## src/rtl/gnrl_fifo.sv

```systemverilog
// -----------------------------------------------------------------------------
// gnrl_fifo -- synchronous valid/ready FIFO for the general library.
//
// Decouples a producer stage from a consumer stage. Storage is plain
// load-enable registers (not reset); pointers and the occupancy counter reset
// asynchronously. DEPTH may be any integer >= 1 (non-power-of-two supported).
//
// Optional feature macro: GNRL_FIFO_BYPASS_EN
//   defined   : when the FIFO is empty, an offered item is presented on the
//               output in the same cycle (combinational i_vld->o_vld and
//               i_dat->o_dat paths). If taken, nothing is stored.
//   undefined : outputs derive strictly from registered state; one-cycle
//               write-to-read latency.
//
// Handshake: a transfer happens on a rising clk edge when valid and ready are
// both high on that side (push = i_vld & i_rdy, pop = o_vld & o_rdy). Valid
// may not depend on ready; ready here depends only on registered state.
//
// Ports:
//   clk    in  1      rising-edge clock
//   rst_n  in  1      asynchronous active-low reset
//   flush  in  1      synchronous clear, wins over push/pop
//   i_vld  in  1      producer offers i_dat
//   i_rdy  out 1      FIFO can accept (not full)
//   i_dat  in  WIDTH  write data
//   o_vld  out 1      head data valid
//   o_rdy  in  1      consumer accepts head
//   o_dat  out WIDTH  head data
//   count  out CW     occupancy 0..DEPTH
// -----------------------------------------------------------------------------
module gnrl_fifo #(
  parameter int WIDTH = 32,
  parameter int DEPTH = 4,
  parameter int CW    = $clog2(DEPTH + 1)
) (
  input  logic             clk,
  input  logic             rst_n,
  input  logic             flush,
  input  logic             i_vld,
  output logic             i_rdy,
  input  logic [WIDTH-1:0] i_dat,
  output logic             o_vld,
  input  logic             o_rdy,
  output logic [WIDTH-1:0] o_dat,
  output logic [CW-1:0]    count
);

  // Pointer width; a single-entry FIFO still needs a 1-bit pointer that
  // simply stays at 0.
  localparam int PW = (DEPTH > 1) ? $clog2(DEPTH) : 1;

  logic [WIDTH-1:0] mem_q [DEPTH];
  logic [PW-1:0]    wptr_q, wptr_d;
  logic [PW-1:0]    rptr_q, rptr_d;
  logic [CW-1:0]    count_q, count_d;

  logic full, empty;
  logic push, pop;
  logic push_st, pop_st;   // push/pop that actually touch stored state

  assign full  = (count_q == CW'(DEPTH));
  assign empty = (count_q == '0);
  assign i_rdy = !full;
  assign count = count_q;

`ifdef GNRL_FIFO_BYPASS_EN
  logic byp;
  // Pass-through only when nothing is queued and no flush is in progress.
  assign byp     = empty & i_vld & !flush;
  assign o_vld   = !empty | byp;
  assign o_dat   = byp ? i_dat : mem_q[rptr_q];
  assign push    = i_vld & i_rdy;
  assign pop     = o_vld & o_rdy;
  // A bypassed item that is consumed immediately is never stored.
  assign push_st = push & !(byp & o_rdy);
  assign pop_st  = pop & !byp;
`else
  assign o_vld   = !empty;
  assign o_dat   = mem_q[rptr_q];
  assign push    = i_vld & i_rdy;
  assign pop     = o_vld & o_rdy;
  assign push_st = push;
  assign pop_st  = pop;
`endif

  function automatic logic [PW-1:0] ptr_inc(input logic [PW-1:0] p);
    // Explicit wrap so non-power-of-two depths work.
    return (p == PW'(DEPTH - 1)) ? '0 : p + PW'(1);
  endfunction

  always_comb begin
    wptr_d  = wptr_q;
    rptr_d  = rptr_q;
    count_d = count_q;
    if (flush) begin
      wptr_d  = '0;
      rptr_d  = '0;
      count_d = '0;
    end else begin
      if (push_st) wptr_d = ptr_inc(wptr_q);
      if (pop_st)  rptr_d = ptr_inc(rptr_q);
      if (push_st && !pop_st)      count_d = count_q + CW'(1);
      else if (pop_st && !push_st) count_d = count_q - CW'(1);
    end
  end

  always_ff @(posedge clk or negedge rst_n) begin
    if (!rst_n) begin
      wptr_q  <= '0;
      rptr_q  <= '0;
      count_q <= '0;
    end else begin
      wptr_q  <= wptr_d;
      rptr_q  <= rptr_d;
      count_q <= count_d;
    end
  end

  // Data storage: load-enable only, no reset.
  always_ff @(posedge clk) begin
    if (push_st && !flush) mem_q[wptr_q] <= i_dat;
  end

endmodule
```

## config.mk

```make
export PLATFORM = sky130hd
export DESIGN_NAME = gnrl_fifo
export DESIGN_NICKNAME = d
export VERILOG_FILES = /design/src/rtl/gnrl_fifo.sv
export SDC_FILE = /design/constraint.sdc
export NUM_CORES = 1
export LEC_CHECK = 0
export ABC_CLOCK_PERIOD_IN_PS = 5700
export BUFFER_PORTS_ARGS = -buffer_cell sky130_fd_sc_hd__buf_2
export CAP_MARGIN = 0
export CORE_MARGIN = 2
export CORE_UTILIZATION = 44
export CTS_CLUSTER_SIZE = 25
export DETAILED_ROUTE_END_ITERATION = 16
export SLEW_MARGIN = 10
export SYNTH_ARGS = -nofsm -noshare
export SYNTH_HDL_FRONTEND = slang
export SYNTH_SLANG_ARGS = --single-unit
export TNS_END_PERCENT = 30
```

## constraint.sdc

```tcl
create_clock -name clk -period 5.7 [get_ports clk]
set_input_delay 1.14 -clock clk [delete_from_list [all_inputs] [get_ports clk]]
set_output_delay 1.14 -clock clk [all_outputs]
set_load 0.01 [all_outputs]
```

==> run metrics, run 1 <==
result of the run finished, final reports clean; max capacitance violation total 0; number of warnings issued by yosys 0; DP HPWL 5.05 mm; maximum number of pins on one net before global-route repair 34; drt drc 0; min-delay worst type primary input to async pin; IO buf count 73; clock sink count 135; global routing usage summed across all routing layers 15.0%; worst skew pair latency 0.41 ns; post-cts resize count 0; setup_tns 0 ns; violation count after the first detailed-routing iteration 114; commonest cells in the synthesized netlist edfxtp_1, mux4_2, nor2_1; Max-slew headroom 40.4%; Final Hold Vio Count 0; I/O pin total 74; portion of the post-synthesis area used by sequential elements 77.7%; clock period minus worst slack 3.36 ns; kind of end point of the critical path primary output; slew at the pin closest to its max-slew limit 0.893 ns; clock transition at the register clock pins on the worst setup and hold paths after CTS 0.05 ns; fin crit share 58.9%; synthesis-to-layout area growth 19.9%; flop2flop setup slack 3.36 ns; CTS H-Tree Depth 4; distinct cell type count of the synthesized netlist 32; async set-or-reset flop fraction in the synthesized netlist 5.19%; number of inserted diodes 0; Slew Limit Fails 0; pwr/cell area 434 nW/µm²; horizontal extent of the die 112 µm; chip height 112 µm; total number of vias 2473; top post-synthesis cells by area edfxtp_1, mux4_2, dfrtp_1; Total Die Area 12600 µm²; most numerous cell in the Yosys netlist edfxtp_1; Synthesized Nets 271; residual overflow from global routing 0; global-route wire length before repair 13.8 mm; cts-stage hold buffer count 0; cell count after synthesis 229; worst reg2reg path depth 6; initial antenna violation count 1; router iterations before antenna repair 4; worst supply voltage drop on vdd 0.000200 V; required time at the worst-slack endpoint 4.56 ns; launching point of the worst reg2reg path count[2]; Max FO, Critical Path 26; Antenna Violating Nets Remaining 0; gpl congestion 0.739; Leakage Power 2.12 nW; TritonCTS clock tree done; data arrival time of the critical path 2.22 ns; maximum number of buffers from clock root to sink 2; leading area contributor after synthesis edfxtp_1; number of rows created at floorplan 39; routed length per instance 18.8 µm; post-synthesis instance area 5170 µm²; cell at the root of the clock tree clkbuf_16; ratio of cells with drive above 1 in the final layout 44.7%; fill cell total of the finished layout 886; number of vias per cell 5.32; number of setup violations in the final report 0; TritonCTS buffer count 17; Core Region 11500 µm²; final net count 352; worst hold slack after final layout 0.560 ns; Post-Syn Area per Cell 22.6 µm²; Top FF cell, synth edfxtp_1; setup repair after global routing missed its margin no; vias in the first global route 2573; total wirelength of the detailed-routed design 8.73 mm; worst setup path category flop to primary output; setup repair bufs after CTS 0; fraction of synthesized cell area taken by the top area cell type 74.3%; endpoint of the most critical register-to-register path count[2]; startpoint type of the worst setup path flop; Synth Register Bits 135; Post-synth EDFFs 128; worst clock skew 0.00611 ns; starting density of the core 45.1%; launching element of the worst setup path rptr_q[0]; f_max 298 MHz
layout make-up:
type,count,area [µm²],area share (%)
Clock buffer,21,440,7.10
Tap cell,143,179,2.88
Sequential cell,135,4020,64.8
Inverter,6,22.5,0.363
Multi-Input combinational cell,76,1060,17.2
Clock inverter,10,106,1.71
Timing Repair Buffer,74,373,6.01
routing by layer:
layer	GRT usage [%]	wire, µm	share of wire (%)	vias up
li1	-	-	-	1107
met1	19.3	3790	43	1279
met2	22.9	4330	50	68
met3	5.89	469	5.4	17
met4	6.34	131	1.5	2
met5	0	13	0.15	-
cell usage in the layout (no fill, tap or decap), drive strengths merged, types with 3 or more instances in the layout:
master / instances
and2: 4
buf: 74
clkbuf: 21
clkinv: 5
clkinvlp: 3
dfrtp: 7
edfxtp: 128
ha: 4
inv: 6
mux4: 32
nor2: 9
sequential cells by signal (all words and copies together), names as in the netlist:
signal  count
mem_q     128
count       3
rptr_q      2
wptr_q      2
worst max path at each step:
stage / to / slack [ns] / cells past startpoint
after global placement: o_dat[2] / 2.71 / 3
after global routing: o_dat[24] / 2.18 / 3
after floorplan: mem_q[0][0] / 2.88 / 3
after detailed placement: o_dat[2] / 2.71 / 3
after CTS: o_dat[24] / 2.25 / 3
final: o_dat[24] / 2.34 / 3
report_power, final:
part	switching (W)	internal [W]	total (W)
combinational	0.000232	0.000252	0.000484
sequential	0.0000570	0.00115	0.00120
clock	0.000374	0.000635	0.00101
metrics by stage:
step	util, %	power (W)	cells	worst slack, ns	area, µm²
after floorplan	-	0.00156	229	2.88	5170
after global placement	49.4	0.00172	434	2.71	5660
after detailed placement	49.4	0.00172	434	2.71	5660
after CTS	54.1	0.00273	465	2.25	6210
after global routing	54.1	0.00281	465	2.18	6210
final	54.1	0.00270	465	2.34	6210
worst max-delay path, cell delays in order (launching register included):
cell	delay, ns
dfrtp_2	0.52
buf_4	0.52
mux4_2	0.61
buf_2	0.16
logic make-up (layout without fill, tap and decap cells):
logic type | after synthesis | count (layout) | synth area share [%]
flip-flops | 135 | 135 | 77.7
multiplexers | 36 | 36 | 14.7
AND/OR/NAND/NOR | 22 | 22 | 2.35
buffers and inverters | 18 | 111 | 1.86
AO/OA/AOI/OAI | 11 | 11 | 1.69
adder cells (fa/ha/maj) | 5 | 5 | 1.35
XOR/XNOR | 2 | 2 | 0.339
Power figures use the tool's default switching activity.
==> run 2: changes to the inputs <==
Settings changed: ABC_CLOCK_PERIOD_IN_PS 5700 to 3100.
Clock period 5.7 ns to 3.1 ns, I/O delays scaled along.
==> run 2 against run 1 <==
Die area unchanged. Clock-buffer cell count decreased by 4. Wire length increased by 0.27%. Power increased by 91%. Core utilization increased by 1.4 points. Worst setup slack got worse by 1.8 ns. Register-to-register slack got worse by 2.6 ns. Global-route usage decreased by 0.095 points. Clock skew increased by 0.0033 ns. Final cell count increased by 1.3%. Clock power increased by 98%. Largest power group unchanged.
==> run metrics, run 2 (synthesized netlist as in run 1, its figures left out) <==
Total Die Area 12600 µm²; CTS H-Tree Depth 4; number of setup violations in the final report 0; setup_tns 0 ns; endpoint of the most critical register-to-register path count[2]; maximum number of buffers from clock root to sink 2; max capacitance violation total 0; met2 GRT Util 23.2%; worst setup path category flop to primary output; clock period minus worst slack 2.58 ns; post-cts resize count 0; Slew Limit Fails 0; global routing usage summed across all routing layers 14.9%; routed length per instance 18.6 µm; required time at the worst-slack endpoint 2.48 ns; launching point of the worst reg2reg path count[2]; chip height 112 µm; starting density of the core 45.1%; residual overflow from global routing 0; kind of end point of the critical path primary output; Antenna Violating Nets Remaining 0; total area of multi-input combinational cells 1060 µm²; FF/Latch Area 4020 µm²; register name with the most flops mem_q; met1 layer usage reported by global route 19.9%; GR peak layer met2; final net count 358; gpl congestion 0.759; f_max 388 MHz; worst reg2reg path depth 6; total number of vias 2448; Leakage Power 2.19 nW; flop2flop setup slack 0.75 ns; initial antenna violation count 1; slew at the pin closest to its max-slew limit 0.500 ns; ratio of cells with drive above 1 in the final layout 47.3%; Core Region 11500 µm²; leading cell type in the layout, fill and taps excluded edfxtp_1; clock transition at the register clock pins on the worst setup and hold paths after CTS 0.06 ns; pwr/cell area 806 nW/µm²; worst skew pair latency 0.40 ns; result of the run finished, final reports clean; global-route wire length before repair 13.9 mm; number of inserted diodes 0; TritonCTS buffer count 17; I/O pin total 74; maximum number of pins on one net before global-route repair 28; cts-stage hold buffer count 0; DP HPWL 5.48 mm; number of rows created at floorplan 39; Largest register FFs 128; router iterations before antenna repair 4; horizontal extent of the die 112 µm; data arrival time of the critical path 1.96 ns; fill cell total of the finished layout 889; Max-slew headroom 66.6%; utilization after layout 55.5%; Final Hold Vio Count 0; leading cell types in the layout, fill and taps excluded edfxtp_1, buf_2, mux4_2; number of vias per cell 5.20; min-delay worst type primary input to async pin; IO buf count 73; startpoint type of the worst setup path flop; setup repair bufs after CTS 0; violation count after the first detailed-routing iteration 156; total wirelength of the detailed-routed design 8.76 mm; vias in the first global route 2572; Max FO, Critical Path 27; clock sink count 135; drt drc 0; TritonCTS clock tree done; setup repair after global routing missed its margin no; synthesis-to-layout area growth 23.1%; worst clock skew 0.00942 ns; cell at the root of the clock tree clkbuf_16; met3 demand-to-capacity share in global routing 4.91%; fin crit share 83.2%; worst supply voltage drop on vdd 0.000372 V
run 2: changes by cell type in the layout (fill, tap and decap cells not counted):
cell / previous run / this run
bufinv_16: 2 / 3
clkinv_2: 4 / 1
clkinvlp_4: 3 / 5
buf_4: 1 / 2
buf_12: 0 / 5
inv_6: 0 / 2
clkinv_4: 0 / 3
clkinv_1: 1 / 0
clkbuf_1: 4 / 0
run 2: power breakdown:
part / internal, W / switching, W / leakage [nW] / total (W)
Clock: 0.00127 / 0.000731 / 0.278 / 0.00200
Combinational: 0.000494 / 0.000452 / 0.658 / 0.000947
Sequential: 0.00210 / 0.0000891 / 1.25 / 0.00219
run 2: worst max-delay path, cell delays in order (launching register included):
cell and delay, ns:
dfrtp_2 0.54, buf_12 0.29, mux4_2 0.56, buf_2 0.16
run 2: cell type report:
type / instances / area share, %
Sequential cell: 135 / 63.1
Multi-Input combinational cell: 76 / 16.7
Timing Repair Buffer: 80 / 7.54
Clock buffer: 17 / 6.68
Tap cell: 143 / 2.81
Clock inverter: 14 / 2.77
Inverter: 6 / 0.354
run 2: through the flow:
| step | worst slack [ns] | power (W) | hold slack, ns | cells | instance area (µm²) |
|---|---|---|---|---|---|
| after floorplan | 0.797 | 0.00287 | 0.324 | 229 | 5170 |
| after global placement | 0.857 | 0.00320 | 0.467 | 440 | 5770 |
| after global routing | 0.402 | 0.00537 | 0.0360 | 471 | 6370 |
| after detailed placement | 0.777 | 0.00320 | 0.466 | 440 | 5770 |
| after CTS | 0.447 | 0.00522 | 0.0255 | 471 | 6370 |
| final | 0.521 | 0.00514 | 0.0429 | 471 | 6370 |
run 2: worst max-delay path by stage:
stage | to | from | depth (start not counted)
floorplan | mem_q[0][0] | flush | 3
global placement | mem_q[2][5] | i_vld | 5
detailed placement | count[2] | count[2] | 6
CTS | o_dat[0] | rptr_q[0] | 3
global route | o_dat[1] | rptr_q[0] | 3
finish | o_dat[0] | rptr_q[0] | 3
run 2: routing by layer:
metal	vias up	part of all wire [%]
met5	-	0.15
met4	2	0.45
met3	4	4.3
met2	63	50
met1	1256	45
li1	1123	-
